--- config.mk ---
export PLATFORM = sky130hd
export DESIGN_NAME = data_memory_arbiter_flat
export DESIGN_NICKNAME = d
export VERILOG_FILES = /design/src/rtl/data_memory_arbiter_if.sv /design/src/rtl/data_memory_arbiter.sv /design/src/flat_wrapper.sv
export SDC_FILE = /design/constraint.sdc
export NUM_CORES = 1
export LEC_CHECK = 0
export BUFFER_PORTS_ARGS = -buffer_cell sky130_fd_sc_hd__buf_2
export CAP_MARGIN = 0
export CORE_AREA = 2 2 93 95
export CTS_CLUSTER_DIAMETER = 40
export DETAILED_ROUTE_END_ITERATION = 6
export DIE_AREA = 0 0 95 97
export GPL_TIMING_DRIVEN = 0
export PLACE_DENSITY = 0.75
export SLEW_MARGIN = 20
export SYNTH_ARGS = -nofsm -noshare
export SYNTH_HDL_FRONTEND = slang
export SYNTH_SLANG_ARGS = --single-unit
--- constraint.sdc ---
create_clock -name clk -period 2.16 [get_ports clk]
set_clock_uncertainty 0.2 [all_clocks]
set_input_delay 0.108 -clock clk [delete_from_list [all_inputs] [get_ports clk]]
set_output_delay 0.108 -clock clk [all_outputs]
set_load 0.02 [all_outputs]
--- src/rtl/data_memory_arbiter_if.sv ---
// Bus bundle between the MEM stage, debug/loader port, data RAM and the arbiter.
// The arbiter takes the slave view; the surrounding pipeline/RAM take the master view.
interface data_memory_arbiter_if #(
    parameter int unsigned DATA_WIDTH = 32,
    parameter int unsigned ADDR_WIDTH = 8
);
    logic                  cpu_mem_read_i;
    logic                  cpu_mem_write_i;
    logic [ADDR_WIDTH-1:0] cpu_address_i;
    logic [DATA_WIDTH-1:0] cpu_write_data_i;
    logic [DATA_WIDTH-1:0] cpu_read_data_o;
    logic                  cpu_stall_o;

    logic                  dbg_req_i;
    logic                  dbg_we_i;
    logic [ADDR_WIDTH-1:0] dbg_address_i;
    logic [DATA_WIDTH-1:0] dbg_write_data_i;
    logic                  dbg_ready_o;
    logic                  dbg_done_o;
    logic [DATA_WIDTH-1:0] dbg_read_data_o;
    logic [15:0]           conflict_count_o;

    logic                  mem_read_o;
    logic                  mem_write_o;
    logic [ADDR_WIDTH-1:0] mem_address_o;
    logic [DATA_WIDTH-1:0] mem_write_data_o;
    logic [DATA_WIDTH-1:0] mem_data_i;

    modport slave (
        input  cpu_mem_read_i, cpu_mem_write_i, cpu_address_i, cpu_write_data_i,
        input  dbg_req_i, dbg_we_i, dbg_address_i, dbg_write_data_i,
        input  mem_data_i,
        output cpu_read_data_o, cpu_stall_o,
        output dbg_ready_o, dbg_done_o, dbg_read_data_o, conflict_count_o,
        output mem_read_o, mem_write_o, mem_address_o, mem_write_data_o
    );

    modport master (
        output cpu_mem_read_i, cpu_mem_write_i, cpu_address_i, cpu_write_data_i,
        output dbg_req_i, dbg_we_i, dbg_address_i, dbg_write_data_i,
        output mem_data_i,
        input  cpu_read_data_o, cpu_stall_o,
        input  dbg_ready_o, dbg_done_o, dbg_read_data_o, conflict_count_o,
        input  mem_read_o, mem_write_o, mem_address_o, mem_write_data_o
    );
endinterface

--- src/rtl/data_memory_arbiter.sv ---
// Single-port data RAM arbiter: MEM stage has combinational priority, debug port
// uses idle cycles and gets a forced one-cycle slot after MAX_WAIT denied cycles.
module data_memory_arbiter #(
    parameter int unsigned DATA_WIDTH  = 32,
    parameter int unsigned ADDR_WIDTH  = 8,
    parameter int unsigned MAX_WAIT    = 4,
    parameter int unsigned COUNT_WIDTH = 16
) (
    input  logic                 clk,
    input  logic                 reset,
    data_memory_arbiter_if.slave bus
);
    if (MAX_WAIT < 1 || MAX_WAIT > 15) begin : g_bad_max_wait
        $error("MAX_WAIT must be in 1..15");
    end
    if (COUNT_WIDTH < 1 || COUNT_WIDTH > 16) begin : g_bad_count_width
        $error("COUNT_WIDTH must be in 1..16");
    end

    typedef enum logic [1:0] {
        IDLE,
        WAIT,
        FORCE
    } state_t;

    state_t                 state, state_next;
    logic [3:0]             wait_cnt, wait_cnt_next;
    logic                   cpu_access;
    logic                   cpu_grant;
    logic                   dbg_grant;
    logic                   dbg_denied;
    logic [ADDR_WIDTH-1:0]  mem_address;
    logic [DATA_WIDTH-1:0]  mem_write_data;
    logic [DATA_WIDTH-1:0]  dbg_read_data;
    logic                   dbg_done;
    logic [COUNT_WIDTH-1:0] conflict_cnt;

    // Ownership: a forced slot beats the CPU, but if the request was withdrawn the
    // CPU keeps the RAM so its access is not silently dropped without a stall.
    always_comb begin
        cpu_access      = bus.cpu_mem_read_i | bus.cpu_mem_write_i;
        cpu_grant       = 1'b0;
        dbg_grant       = 1'b0;
        bus.cpu_stall_o = 1'b0;
        if (state == FORCE) begin
            if (bus.dbg_req_i) begin
                dbg_grant       = 1'b1;
                bus.cpu_stall_o = cpu_access;
            end else begin
                cpu_grant = cpu_access;
            end
        end else if (cpu_access) begin
            cpu_grant = 1'b1;
        end else if (bus.dbg_req_i) begin
            dbg_grant = 1'b1;
        end
        dbg_denied = bus.dbg_req_i & ~dbg_grant;
    end

    always_comb begin
        bus.mem_read_o      = 1'b0;
        bus.mem_write_o     = 1'b0;
        mem_address         = '0;
        mem_write_data      = '0;
        bus.cpu_read_data_o = '0;
        bus.dbg_ready_o     = dbg_grant;
        if (cpu_grant) begin
            bus.mem_read_o      = bus.cpu_mem_read_i;
            bus.mem_write_o     = bus.cpu_mem_write_i;
            mem_address         = bus.cpu_address_i;
            mem_write_data      = bus.cpu_write_data_i;
            bus.cpu_read_data_o = bus.mem_data_i;
        end else if (dbg_grant) begin
            bus.mem_read_o  = ~bus.dbg_we_i;
            bus.mem_write_o = bus.dbg_we_i;
            mem_address     = bus.dbg_address_i;
            mem_write_data  = bus.dbg_write_data_i;
        end
    end

    assign bus.mem_address_o    = mem_address;
    assign bus.mem_write_data_o = mem_write_data;

    always_comb begin
        state_next    = state;
        wait_cnt_next = wait_cnt;
        if (state == FORCE) begin
            state_next    = IDLE;
            wait_cnt_next = '0;
        end else if (!dbg_denied) begin
            state_next    = IDLE;
            wait_cnt_next = '0;
        end else begin
            state_next    = (wait_cnt == 4'(MAX_WAIT - 1)) ? FORCE : WAIT;
            wait_cnt_next = wait_cnt + 4'd1;
        end
    end

    always_ff @(posedge clk or posedge reset) begin
        if (reset) begin
            state    <= IDLE;
            wait_cnt <= '0;
        end else begin
            state    <= state_next;
            wait_cnt <= wait_cnt_next;
        end
    end

    // Forced slots are counted when actually used, so a withdrawn request is not counted.
    always_ff @(posedge clk or posedge reset) begin
        if (reset) begin
            dbg_read_data <= '0;
            dbg_done      <= 1'b0;
            conflict_cnt  <= '0;
        end else begin
            dbg_done <= dbg_grant;
            if (dbg_grant && !bus.dbg_we_i) begin
                dbg_read_data <= bus.mem_data_i;
            end
            if (state == FORCE && bus.dbg_req_i && conflict_cnt != '1) begin
                conflict_cnt <= conflict_cnt + 1'b1;
            end
        end
    end

    assign bus.dbg_read_data_o = dbg_read_data;
    assign bus.dbg_done_o      = dbg_done;

    always_comb begin
        bus.conflict_count_o                  = '0;
        bus.conflict_count_o[COUNT_WIDTH-1:0] = conflict_cnt;
    end
endmodule

--- src/flat_wrapper.sv ---
// flat-port wrapper written by rule: the top's interface ports become plain ports
module data_memory_arbiter_flat 
#(
    parameter int unsigned DATA_WIDTH  = 32,
    parameter int unsigned ADDR_WIDTH  = 8,
    parameter int unsigned MAX_WAIT    = 4,
    parameter int unsigned COUNT_WIDTH = 16
)
  (clk, reset, bus_cpu_mem_read_i, bus_cpu_mem_write_i, bus_cpu_address_i, bus_cpu_write_data_i, bus_dbg_req_i, bus_dbg_we_i, bus_dbg_address_i, bus_dbg_write_data_i, bus_mem_data_i, bus_cpu_read_data_o, bus_cpu_stall_o, bus_dbg_ready_o, bus_dbg_done_o, bus_dbg_read_data_o, bus_conflict_count_o, bus_mem_read_o, bus_mem_write_o, bus_mem_address_o, bus_mem_write_data_o);
  data_memory_arbiter_if #(.DATA_WIDTH(DATA_WIDTH), .ADDR_WIDTH(ADDR_WIDTH)) bus_i ();
  input  logic clk;
  input  logic reset;
  input wire logic [$bits(bus_i.cpu_mem_read_i)-1:0] bus_cpu_mem_read_i;
  input wire logic [$bits(bus_i.cpu_mem_write_i)-1:0] bus_cpu_mem_write_i;
  input wire logic [$bits(bus_i.cpu_address_i)-1:0] bus_cpu_address_i;
  input wire logic [$bits(bus_i.cpu_write_data_i)-1:0] bus_cpu_write_data_i;
  input wire logic [$bits(bus_i.dbg_req_i)-1:0] bus_dbg_req_i;
  input wire logic [$bits(bus_i.dbg_we_i)-1:0] bus_dbg_we_i;
  input wire logic [$bits(bus_i.dbg_address_i)-1:0] bus_dbg_address_i;
  input wire logic [$bits(bus_i.dbg_write_data_i)-1:0] bus_dbg_write_data_i;
  input wire logic [$bits(bus_i.mem_data_i)-1:0] bus_mem_data_i;
  output wire logic [$bits(bus_i.cpu_read_data_o)-1:0] bus_cpu_read_data_o;
  output wire logic [$bits(bus_i.cpu_stall_o)-1:0] bus_cpu_stall_o;
  output wire logic [$bits(bus_i.dbg_ready_o)-1:0] bus_dbg_ready_o;
  output wire logic [$bits(bus_i.dbg_done_o)-1:0] bus_dbg_done_o;
  output wire logic [$bits(bus_i.dbg_read_data_o)-1:0] bus_dbg_read_data_o;
  output wire logic [$bits(bus_i.conflict_count_o)-1:0] bus_conflict_count_o;
  output wire logic [$bits(bus_i.mem_read_o)-1:0] bus_mem_read_o;
  output wire logic [$bits(bus_i.mem_write_o)-1:0] bus_mem_write_o;
  output wire logic [$bits(bus_i.mem_address_o)-1:0] bus_mem_address_o;
  output wire logic [$bits(bus_i.mem_write_data_o)-1:0] bus_mem_write_data_o;
  assign bus_i.cpu_mem_read_i = bus_cpu_mem_read_i;
  assign bus_i.cpu_mem_write_i = bus_cpu_mem_write_i;
  assign bus_i.cpu_address_i = bus_cpu_address_i;
  assign bus_i.cpu_write_data_i = bus_cpu_write_data_i;
  assign bus_i.dbg_req_i = bus_dbg_req_i;
  assign bus_i.dbg_we_i = bus_dbg_we_i;
  assign bus_i.dbg_address_i = bus_dbg_address_i;
  assign bus_i.dbg_write_data_i = bus_dbg_write_data_i;
  assign bus_i.mem_data_i = bus_mem_data_i;
  assign bus_cpu_read_data_o = bus_i.cpu_read_data_o;
  assign bus_cpu_stall_o = bus_i.cpu_stall_o;
  assign bus_dbg_ready_o = bus_i.dbg_ready_o;
  assign bus_dbg_done_o = bus_i.dbg_done_o;
  assign bus_dbg_read_data_o = bus_i.dbg_read_data_o;
  assign bus_conflict_count_o = bus_i.conflict_count_o;
  assign bus_mem_read_o = bus_i.mem_read_o;
  assign bus_mem_write_o = bus_i.mem_write_o;
  assign bus_mem_address_o = bus_i.mem_address_o;
  assign bus_mem_write_data_o = bus_i.mem_write_data_o;
  data_memory_arbiter #(.DATA_WIDTH(DATA_WIDTH), .ADDR_WIDTH(ADDR_WIDTH), .MAX_WAIT(MAX_WAIT), .COUNT_WIDTH(COUNT_WIDTH)) u_core (.clk(clk), .reset(reset), .bus(bus_i));
endmodule
==> run metrics <==
result of the run complete, no violations; Die Outline Area 0.00922 mm2; overflow left after global routing 0; min-delay worst type in -> reg; proportion of synthesized chip area in sequential cells 46.9%; Crit path required time 1.85 ns; Finished Core Util 60.2%; number of clock sinks 55; I/O pin total 243; number of register bits inferred by synthesis 55; worst IR drop on VDD 324 uV; Final Hold Slack 0.156 ns; Port Buf Inserts 242; worst setup path category reg -> out; fraction of layout cells with a size suffix above 1 58.4%; Mapped Nets 377; average routed wire per standard cell 17.7 um; Pwr Density 609 mW/mm2; clock latency on the worst-skew pair 0.31 ns; drt pass-1 iters 4; effective utilization at floorplan 36.1%; depth of the CTS H-tree 2; number of instances in the placed design 604; Setup violations, final 0; antenna viol nets, final 0; via count of the first global-routing pass 3268; Setup crit end kind output pin; TritonCTS clock tree built; netlist area before placement 0.00294 mm2; number of placement rows 33; largest net degree at the start of global routing 56; total number of vias 3229; Tcrit/Tclk final 97.9%; Longest Clk Path Bufs 2; area growth from synthesis to layout 66.7%; DP Wirelength 8540 um; commonest non-fill, non-tap cells in the layout buf_2, dfrtp_1, a22o_1; most common library cell in the layout ignoring fill and taps buf_2; clock transition at the registers of the reported paths 0.09 ns; final weighted congestion in routability-driven placement 0.904; average cell area after synthesis 11.4 um2; final non-filler cell total 653; crit path launch type register; initial antenna violation count 0; violation count after the first detailed-routing iteration 126; Total Nets Final 668; number of max-slew violations in the final report 0; die extent in x 95 um; antenna diode instance count 0; number of instances in the synthesized netlist 257; Crit path arrival time 1.81 ns; max-capacitance violation count 0; final wirelength 11600 um; first-pass GRT wire length 17300 um; die height 97 um; Yosys warnings 0; CTS Buf Count 5; Total Routing Usage GR 24.4%; distinct cell type count after synthesis 33; Residual DRC 0; via-per-instance ratio 4.94; number of fill cells 738; tightest slew margin relative to the limit 55.6%; standard cell core area 0.00813 mm2; CP Max Fanout 10; Max Clock Freq 473 MHz; RSZ-0062 raised after global routing yes; Fin. Hold Viols 0; worst-margin pin slew 0.667 ns; clock root buffer master clkbuf_8; Tmin final 2.12 ns; Lkg Pwr 2.73 nW
## routing by layer
metal | share of wire (%) | wire (um) | track usage [%] | vias to the layer above
li1 | - | - | - | 1518
met1 | 38 | 4350 | 27.7 | 1554
met2 | 53 | 6070 | 44.7 | 144
met3 | 8.7 | 1000 | 7.09 | 13
met4 | 1.2 | 136 | 4.79 | 0
met5 | 0 | 0 | 0 | -
## path summary, 6_finish.rpt
path / startpoint / slack, ns / cells past startpoint / to
worst max-delay path: u_core.state[1] / 0.04 / 6 / bus_mem_write_data_o[16]
worst min-delay path: bus_cpu_mem_read_i / 0.16 / 4 / u_core.wait_cnt[1]
worst max register to register: u_core.state[1] / 0.11 / 7 / u_core.bus.dbg_read_data_o[16]
worst min register to register: u_core.wait_cnt[0] / 0.27 / 1 / u_core.wait_cnt[0]
max in group asynchronous: reset / 1.05 / 3 / u_core.bus.dbg_done_o
min in group asynchronous: reset / 0.26 / 3 / u_core.bus.dbg_read_data_o[28]
## report_power, final
part	internal [W]	total (W)	switching [W]
Clock	0.000259	0.000595	0.000336
Sequential	0.00118	0.00125	0.0000755
Combinational	0.000502	0.00113	0.000632
Total	0.00194	0.00298	0.00104
## stage by stage
stage                     TNS [ns]  total power [W]  instance area [um2]  setup slack [ns]
after floorplan                  0          0.00187                 2940             0.159
after global placement      -16.43          0.00228                 4280            -0.218
after detailed placement     -8.73          0.00230                 4280            -0.247
after CTS                 -0.00282          0.00297                 4830          -0.00282
after global routing       -0.0557          0.00312                 4890           -0.0173
final                            0          0.00298                 4890            0.0444
## final cells by class
class	count	area, um2	area share [%]
Timing Repair Buffer	285	1650	33.7
Multi-Input combinational cell	185	1490	30.5
Sequential cell	55	1380	28.1
Buffer	15	145	2.97
Tap cell	105	131	2.68
Clock buffer	6	82.6	1.69
Clock inverter	1	8.76	0.179
Inverter	1	6.26	0.128
## repair_timing
action	in CTS	in global routing
endpoints found under the setup margin	74	83
pin swaps	2	0
hold endpoints to repair	89	0
gates resized for setup	20	19
setup buffers	6	3
hold buffers	34	0
## logic make-up (layout without fill, tap and decap cells)
logic type / count (synthesis) / count (layout) / share of synthesized area (%)
AND/OR/NAND/NOR: 85 / 85 / 17.7
AO/OA/AOI/OAI: 50 / 50 / 13.9
flip-flops: 55 / 55 / 46.9
buffers and inverters: 17 / 308 / 3.20
XOR/XNOR: 12 / 12 / 3.58
adder cells (fa/ha/maj): 2 / 2 / 0.852
multiplexers: 36 / 36 / 13.9
## critical path, cell delays in order (launching register included)
cell      delay (ns)
dfrtp_1         0.39
and2b_2         0.24
a21oi_4         0.18
buf_12          0.15
clkbuf_4        0.20
a22o_1          0.20
buf_4           0.16
## cell usage after synthesis, drive strengths merged
| cell | count | share of area (%) |
|---|---|---|
| xnor2 | 1 | 0.30 |
| nor3b | 1 | 0.26 |
| or2 | 1 | 0.21 |
| and4 | 2 | 0.60 |
| and2 | 33 | 7.0 |
| clkbuf | 7 | 0.90 |
| inv | 1 | 0.13 |
| nand4 | 8 | 2.1 |
| ha | 2 | 0.85 |
| nand3b | 1 | 0.38 |
| o21ai | 6 | 1.0 |
| nand2b | 1 | 0.21 |
| nor3 | 6 | 1.0 |
| o21a | 1 | 0.26 |
| buf | 9 | 2.2 |
| dfrtp | 55 | 47 |
| nand2 | 11 | 1.4 |
| nand3 | 3 | 0.51 |
| a22o | 41 | 12 |
| xor2 | 11 | 3.3 |
| and3 | 2 | 0.43 |
| mux2 | 36 | 14 |
| nor4 | 6 | 2.0 |
| nor2 | 9 | 1.2 |
| a21oi | 2 | 0.34 |
| and2b | 1 | 0.26 |
## registers in the layout, summed over array words and instances, names as in the netlist
| register | count |
|---|---|
| u_core.bus.dbg_read_data_o | 32 |
| u_core.bus.conflict_count_o | 16 |
| u_core.bus.dbg_done_o | 1 |
| u_core.state | 2 |
| u_core.wait_cnt | 4 |
(Power assumes the default switching activity.)
